==> config.mk <==
export PLATFORM = sky130hd
export DESIGN_NAME = uart_sync_fifo
export DESIGN_NICKNAME = d
export VERILOG_FILES = /design/src/rtl/uart_fifo_pkg.sv /design/src/rtl/fifo_ram.sv /design/src/rtl/uart_sync_fifo.sv
export SDC_FILE = /design/constraint.sdc
export NUM_CORES = 1
export LEC_CHECK = 0
export ABC_AREA = 1
export BUFFER_PORTS_ARGS = -buffer_cell sky130_fd_sc_hd__buf_4
export CORE_ASPECT_RATIO = 1.2
export CORE_MARGIN = 3
export CORE_UTILIZATION = 59
export DETAILED_ROUTE_END_ITERATION = 6
export PLACE_DENSITY = 0.77
export SLEW_MARGIN = 20
export SYNTH_ARGS = -nofsm -noshare
export SYNTH_HDL_FRONTEND = slang
export SYNTH_SLANG_ARGS = --single-unit
==> constraint.sdc <==
create_clock -name clk -period 3.55 [get_ports clk]
set_input_delay 0.71 -clock clk [delete_from_list [all_inputs] [get_ports clk]]
set_output_delay 0.71 -clock clk [all_outputs]
set_load 0.01 [all_outputs]
==> src/rtl/uart_fifo_pkg.sv <==
// rtl/uart_fifo_pkg.sv - shared FIFO pointer-width helper and flag bundle
package uart_fifo_pkg;

    typedef struct packed {
        logic full;
        logic almost_full;
        logic empty;
        logic almost_empty;
    } fifo_flags_t;

    // One extra pointer bit distinguishes full from empty on wrap.
    function automatic int ptr_width(input int depth);
        return $clog2(depth) + 1;
    endfunction

endpackage

==> src/rtl/fifo_ram.sv <==
// rtl/fifo_ram.sv - DEPTH x DATA_WIDTH storage, synchronous write, asynchronous read
module fifo_ram #(
    parameter int DATA_WIDTH = 8,
    parameter int DEPTH      = 16,
    parameter int ADDR_WIDTH = $clog2(DEPTH)
) (
    input  logic                  clk,
    input  logic                  we,
    input  logic [ADDR_WIDTH-1:0] waddr,
    input  logic [DATA_WIDTH-1:0] wdata,
    input  logic [ADDR_WIDTH-1:0] raddr,
    output logic [DATA_WIDTH-1:0] rdata
);

    logic [DATA_WIDTH-1:0] mem [DEPTH];

    always_ff @(posedge clk) begin
        if (we) begin
            mem[waddr] <= wdata;
        end
    end

    assign rdata = mem[raddr];

endmodule

==> src/rtl/uart_sync_fifo.sv <==
// rtl/uart_sync_fifo.sv - single-clock byte FIFO with count, thresholds, FWFT option and sticky errors
module uart_sync_fifo
    import uart_fifo_pkg::*;
#(
    parameter int DATA_WIDTH    = 8,
    parameter int DEPTH         = 16,
    parameter int ADDR_WIDTH    = $clog2(DEPTH),
    parameter int FWFT          = 0,
    parameter int AFULL_THRESH  = DEPTH - 2,
    parameter int AEMPTY_THRESH = 2
) (
    input  logic                  clk,
    input  logic                  reset,
    input  logic                  flush,
    input  logic                  wr_en,
    input  logic [DATA_WIDTH-1:0] wr_data,
    input  logic                  rd_en,
    output logic [DATA_WIDTH-1:0] rd_data,
    output logic                  rd_valid,
    output logic                  full,
    output logic                  almost_full,
    output logic                  empty,
    output logic                  almost_empty,
    output logic [ADDR_WIDTH:0]   count,
    output logic                  overflow,
    output logic                  underflow
);

    localparam int PTR_W = ptr_width(DEPTH);

    localparam logic [PTR_W-1:0] DEPTH_C  = PTR_W'(DEPTH);
    localparam logic [PTR_W-1:0] AFULL_C  = PTR_W'(AFULL_THRESH);
    localparam logic [PTR_W-1:0] AEMPTY_C = PTR_W'(AEMPTY_THRESH);

    logic [PTR_W-1:0]      wr_ptr_q, wr_ptr_d;
    logic [PTR_W-1:0]      rd_ptr_q, rd_ptr_d;
    logic                  overflow_q, overflow_d;
    logic                  underflow_q, underflow_d;
    logic [PTR_W-1:0]      count_w;
    fifo_flags_t           flags;
    logic                  wr_acc;
    logic                  rd_acc;
    logic                  mem_we;
    logic [DATA_WIDTH-1:0] ram_rdata;

    assign count_w = wr_ptr_q - rd_ptr_q;

    always_comb begin
        flags              = '0;
        flags.full         = (count_w == DEPTH_C);
        flags.almost_full  = (count_w >= AFULL_C);
        flags.empty        = (count_w == '0);
        flags.almost_empty = (count_w <= AEMPTY_C);
    end

    // Accept decisions use the flags registered at the start of the cycle.
    assign wr_acc = wr_en & ~flags.full;
    assign rd_acc = rd_en & ~flags.empty;
    assign mem_we = wr_acc & ~flush & ~reset;

    always_comb begin
        wr_ptr_d    = wr_ptr_q;
        rd_ptr_d    = rd_ptr_q;
        overflow_d  = overflow_q;
        underflow_d = underflow_q;
        if (flush) begin
            wr_ptr_d    = '0;
            rd_ptr_d    = '0;
            overflow_d  = 1'b0;
            underflow_d = 1'b0;
        end else begin
            if (wr_acc) begin
                wr_ptr_d = wr_ptr_q + 1'b1;
            end
            if (rd_acc) begin
                rd_ptr_d = rd_ptr_q + 1'b1;
            end
            if (wr_en && flags.full) begin
                overflow_d = 1'b1;
            end
            if (rd_en && flags.empty) begin
                underflow_d = 1'b1;
            end
        end
    end

    always_ff @(posedge clk) begin
        if (reset) begin
            wr_ptr_q    <= '0;
            rd_ptr_q    <= '0;
            overflow_q  <= 1'b0;
            underflow_q <= 1'b0;
        end else begin
            wr_ptr_q    <= wr_ptr_d;
            rd_ptr_q    <= rd_ptr_d;
            overflow_q  <= overflow_d;
            underflow_q <= underflow_d;
        end
    end

    fifo_ram #(
        .DATA_WIDTH (DATA_WIDTH),
        .DEPTH      (DEPTH),
        .ADDR_WIDTH (ADDR_WIDTH)
    ) u_ram (
        .clk   (clk),
        .we    (mem_we),
        .waddr (wr_ptr_q[ADDR_WIDTH-1:0]),
        .wdata (wr_data),
        .raddr (rd_ptr_q[ADDR_WIDTH-1:0]),
        .rdata (ram_rdata)
    );

    generate
        if (FWFT == 0) begin : g_std
            logic [DATA_WIDTH-1:0] rd_data_q, rd_data_d;
            logic                  rd_valid_q, rd_valid_d;

            always_comb begin
                rd_data_d  = rd_data_q;
                rd_valid_d = 1'b0;
                if (!flush && rd_acc) begin
                    rd_data_d  = ram_rdata;
                    rd_valid_d = 1'b1;
                end
            end

            always_ff @(posedge clk) begin
                if (reset) begin
                    rd_data_q  <= '0;
                    rd_valid_q <= 1'b0;
                end else begin
                    rd_data_q  <= rd_data_d;
                    rd_valid_q <= rd_valid_d;
                end
            end

            assign rd_data  = rd_data_q;
            assign rd_valid = rd_valid_q;
        end else begin : g_fwft
            // Head word is presented combinationally; zero while empty keeps reset value clean.
            assign rd_data  = flags.empty ? '0 : ram_rdata;
            assign rd_valid = ~flags.empty;
        end
    endgenerate

    assign full         = flags.full;
    assign almost_full  = flags.almost_full;
    assign empty        = flags.empty;
    assign almost_empty = flags.almost_empty;
    assign count        = count_w;
    assign overflow     = overflow_q;
    assign underflow    = underflow_q;

endmodule
-- Word-level counts from Yosys, hierarchy flattened
Memory sizes are Yosys's and may differ from the RTL's. A register that Yosys moved wholly into a read port is not among the register bits.
Cells that the tools add are included.
- logic and storage cells: 29
- bits in read-only memories: 0
- latch bits: 0
- RAM bits: 128
- flip-flop bits (word level): 13
- memories kept: 1
- input port bits: 13
- memories (memory ; depth ; width ; read ports ; clocked after Yosys merged registers in ; wr ports ; line ; RTL):
    u_ram.mem ; 16 ; 8 ; 1 ; 1 ; 1 ; fifo_ram.sv:15 ; logic [DATA_WIDTH-1:0] mem [DEPTH];
- reduce and logical (&&, ||, !) cells: 6
- multipliers: 0
- magnitude comparators: 2
- divide/modulo/power cells: 0
- bitwise logic cells: 8
- shift-type cells: 0
- equality and inequality tests: 1
- $add $sub $neg: 3
- mux-type cells: 3
- operators by type and width (cell ; count):
    5-bit by 1-bit adder with 5-bit output, second input constant ; 2
    5-bit == test, second input constant ; 1
    5-bit by 4-bit greater-or-equal comparator with 1-bit output, second input constant ; 1
    5-bit by 2-bit less-or-equal comparator with 1-bit output, second input constant ; 1
    5-bit zero test ; 1
    5-bit subtractor ; 1
    1-bit AND ; 4
    1-bit inverter ; 4
    1-bit logical AND ; 3
    1-bit 2-to-1 mux ; 3
    2-bit OR reduction ; 1
    1-bit zero test ; 1

-- Longest topological paths before layout
- depth after elaboration: 8
- mapped depth: 14

-- By module
A second synthesis with hierarchy kept.
- cells, all modules: 728
- area, all modules: 6862.8 µm²
- by module, submodules not included (module ; sequential area each (µm²) ; cells each ; area an instance (µm²) ; times used):
    fifo_ram ; 3843.7 ; 543 ; 5606.6 ; 1
    uart_sync_fifo ; 420.4 ; 185 ; 1256.2 ; 1

-- Worst setup path before layout
OpenSTA, ideal clock, no wires.
- kind: reg2reg
- start: register wr_ptr_q[0]
- end: memory u_ram.mem[15][0] (enable)
- buffers on the path: 0
- cell stages (with the launch flop): 10
- path slack: 840 ps
- arrival: 2327 ps
- data required time: 3167 ps
- cells stage by stage: dfxtp_1 -> inv_1 -> ha_1 -> fa_1 -> nand3b_1 -> nand3_1 -> nand2_1 -> nand3_2 -> nand2_4 -> nor3_1
- word-level cells in the longest chain between the ends: 8
- ends and longest elaborated chain (what ; line ; RTL):
    from (decl) ; uart_sync_fifo.sv:35 ; logic [PTR_W-1:0] wr_ptr_q, wr_ptr_d;
    from (signal assigned) ; uart_sync_fifo.sv:94 ; wr_ptr_q <= wr_ptr_d;
    5-bit subtractor ; uart_sync_fifo.sv:46 ; assign count_w = wr_ptr_q - rd_ptr_q;
    named net count[4] ; uart_sync_fifo.sv:24 ; output logic [ADDR_WIDTH:0] count,
    5-bit == test ; uart_sync_fifo.sv:50 ; flags.full = (count_w == DEPTH_C);
    1-bit inverter ; uart_sync_fifo.sv:57 ; assign wr_acc = wr_en & ~flags.full;
    1-bit AND ; uart_sync_fifo.sv:57 ;
    1-bit AND (2 in series) ; uart_sync_fifo.sv:59 ; assign mem_we = wr_acc & ~flush & ~reset;
    1-bit 2-to-1 mux ; fifo_ram.sv:18 ; if (we) begin
    1-bit 2-to-1 mux (implied by the code) ; fifo_ram.sv:19 ; mem[waddr] <= wdata;
    to (decl) ; fifo_ram.sv:15 ;
The timed path passes the listed nets, and every way through them passes these cells.

-- Worst setup path in the final report
- start: register wr_ptr_q[0]
- end: output port full
- word-level cells in the longest chain between the ends: 2
- ends and longest elaborated chain (what ; line ; RTL):
    5-bit subtractor ; uart_sync_fifo.sv:46 ;
    5-bit == test ; uart_sync_fifo.sv:50 ;
    to (decl) ; uart_sync_fifo.sv:20 ; output logic full,
Every way passes these cells.

==> flow_summary.json <==
{
  "globalplace.congestion": 0.868,
  "grt_setup_unrepaired": "false",
  "endpoint_kind": "output port",
  "core_mm2": 0.0106,
  "area_growth_pct": 14.7,
  "wl_mm": 14.3,
  "grt_pass1_vias": 4410,
  "hold_viol": 0,
  "synth-seq-area-share": 0.660,
  "arrival_ps": 2570,
  "synth_fp_nets": 621,
  "antenna_found_initial": 0,
  "port_buffers": 32,
  "setup_viol": 0,
  "grtUsageMet1": 0.318,
  "cp-start-kind": "flop",
  "die_x_um": 101,
  "slew_violations": 0,
  "final.period_utilization": 0.925,
  "clock_latency_ps": 410,
  "n_fill_cell": 740,
  "clockBufferDepth": 2,
  "slew_headroom": 0.360,
  "p_total_mw": 4.06,
  "overflow": 0,
  "die-area_mm2": 0.0122,
  "path_class": "flop to output port",
  "grt_util_all_layers": 0.252,
  "start_util": 0.608,
  "cts_tree": "built",
  "outcome": "finished clean",
  "placed_area_mm2": 0.00686,
  "layout_min_cycle_time_ps": 3280,
  "cts.clk_slew.worst_paths_ps": 60,
  "ys_seq_elements": 149,
  "fmax_mhz": 304,
  "postCtsSetupBuffers": 0,
  "vias": 4495,
  "design_area_mm2": 0.00740,
  "cp_cell_sequence": "inv_1, ha_1, fa_1, nand3b_1, nand2_1, nand2_1, nand2_1, nand3_2, inv_1, buf_4",
  "p_leak_nw": 2.76,
  "antenna_cells": 0,
  "place_hpwl_mm": 9.23,
  "dr.first_iter.drc_count": 494,
  "power_density_mw_per_mm2": 548,
  "drive_gt1_frac": 0.171,
  "cts_buffers": 17,
  "vdd_drop_max_v": 0.000350,
  "fin_setup_tns_ps": 0,
  "clock-root-buffer": "clkbuf_16",
  "htreeDepth": 4,
  "crit_family": "simple AND/OR/NAND/NOR gates",
  "ant_nets": 0,
  "rows": 41,
  "finClkSkew_ps": 6.73,
  "layout.nets": 665,
  "busiest_layer": "met2",
  "met3_usage": 0.0606,
  "syn_area_per_cell_um2": 10.8,
  "netlist_instances": 598,
  "cts_sinks": 149,
  "grt_pass1_wl_mm": 22.5,
  "gr-usage-met2": 0.410,
  "yosysWarnings": 0,
  "seqCellArea_mm2": 0.00427,
  "dr.pass1.iters": 7,
  "cts_hold_buf": 0,
  "min_path_type": "flop to flop",
  "syn_area_mm2": 0.00646,
  "die_height_um": 121,
  "crit_fanout": 5,
  "crit_top_cell": "nand2_1",
  "grt_max_degree": 69,
  "worst_pin_slew_ps": 959,
  "drv_cap": 0,
  "drc": 0,
  "wl_per_cell_um": 18.2,
  "max_stage_delay_ps": 460,
  "postLayoutCoreUtil": 0.697,
  "io_pins": 33,
  "vias_per_cell": 5.74,
  "critical_path_buf_inv_count": 3,
  "multi_input_area_mm2": 0.00189,
  "hold_slack_ps": 472,
  "slowest_stage": "fa_1",
  "synth_cell_types": 32,
  "worstPathRequired_ps": 2840
}
worst paths after layout:
| kind | to | cells past startpoint | slack, ps | from |
|---|---|---|---|---|
| min | overflow | 2 | 470 | overflow |
| min reg2reg | overflow | 2 | 470 | overflow |
| max reg2reg | u_ram.mem[0][2] | 12 | 700 | wr_ptr_q[0] |
| max | full | 10 | 270 | wr_ptr_q[0] |
power breakdown:
group | leakage, nW | internal [mW] | switching (mW)
sequential | 1.32 | 1.92 | 0.0131
combinational | 1.18 | 0.171 | 0.327
clock | 0.253 | 0.957 | 0.667
cell usage in the layout, fill, tap and decap left out, types with 2 or more instances in the layout:
cell type / count
a21oi_1: 9
buf_4: 51
clkbuf_1: 2
clkbuf_16: 17
clkinv_1: 2
clkinv_2: 3
clkinv_4: 3
clkinvlp_4: 4
dfxtp_1: 19
dfxtp_2: 2
edfxtp_1: 128
ha_1: 9
inv_1: 39
inv_2: 2
nand2_1: 74
nand2_2: 4
nand3_1: 21
nand3_4: 2
nor2_1: 128
nor2_2: 16
nor2_4: 2
o211ai_1: 16
o21ai_0: 63
o21ai_1: 22
xor2_1: 6
layer usage:
layer	wire length, µm	share of wire
met2	7450	0.52
met3	746	0.052
met5	0	0
met1	5640	0.40
met4	433	0.030
cell families after synthesis:
logic type | after synthesis | share of synthesized area
DFF | 149 | 0.660
and+or+nand+nor | 252 | 0.168
adders and majority gates | 10 | 0.0205
xor gates and xnor gates | 7 | 0.0107
buffers and inverters | 69 | 0.0473
AOI/OAI and AO/OA | 111 | 0.0928
area by class of cell:
cell class                 count  share of cell area
clock inverter                12              0.0147
timing repair buffer          51              0.0517
clock buffer                  19              0.0585
sequential                   149               0.576
tap                          129              0.0218
multi-input combinational    380               0.255
inverter                      43              0.0220
repair_timing:
| item | in CTS | in global routing |
|---|---|---|
| setup endpoints to repair | 2 | 3 |
| gates resized for setup | 1 | 1 |
| endpoints found under the hold margin | 0 | 0 |
state kept, by name, summed over array words and instances (netlist names):
name and flops:
u_ram.mem 128, rd_data 8, rd_ptr_q 5, wr_ptr_q 5, overflow 1, rd_valid 1
underflow 1
worst min-delay path: stages, from the launching register on:
cell and delay [ps]:
dfxtp_1 320, a21oi_1 40, nor2_1 70
per-stage QoR:
step           cells  setup slack, ps
2_1_floorplan    598              840
3_3_place_gp     752              565
3_5_place_dp     752              436
4_1_cts          783              125
5_1_grt          783             92.8
6_report         783              266
synthesized netlist by cell type:
| master | n | share of area |
|---|---|---|
| a21oi_1 | 9 | 0.0070 |
| a21oi_2 | 1 | 0.0014 |
| buf_1 | 1 | 0.00058 |
| buf_12 | 1 | 0.0031 |
| buf_2 | 11 | 0.0085 |
| buf_4 | 4 | 0.0047 |
| clkbuf_1 | 8 | 0.0047 |
| clkbuf_2 | 1 | 0.00077 |
| clkinv_1 | 2 | 0.0012 |
| dfxtp_1 | 21 | 0.065 |
| edfxtp_1 | 128 | 0.60 |
| fa_1 | 1 | 0.0031 |
| ha_1 | 9 | 0.017 |
| inv_1 | 39 | 0.023 |
| inv_2 | 2 | 0.0012 |
| nand2_1 | 74 | 0.043 |
| nand2_2 | 4 | 0.0039 |
| nand2_4 | 1 | 0.0017 |
| nand3_1 | 21 | 0.016 |
| nand3_2 | 1 | 0.0016 |
| nand3_4 | 2 | 0.0054 |
| nand3b_1 | 1 | 0.0012 |
| nor2_1 | 128 | 0.074 |
| nor2_2 | 16 | 0.016 |
| nor2_4 | 2 | 0.0035 |
| nor3_1 | 1 | 0.00077 |
| nor4_1 | 1 | 0.00097 |
| o211ai_1 | 16 | 0.019 |
| o21ai_0 | 63 | 0.049 |
| o21ai_1 | 22 | 0.017 |
| xnor2_2 | 1 | 0.0025 |
| xor2_1 | 6 | 0.0081 |
Note: power is estimated with default switching activity, not from simulation.
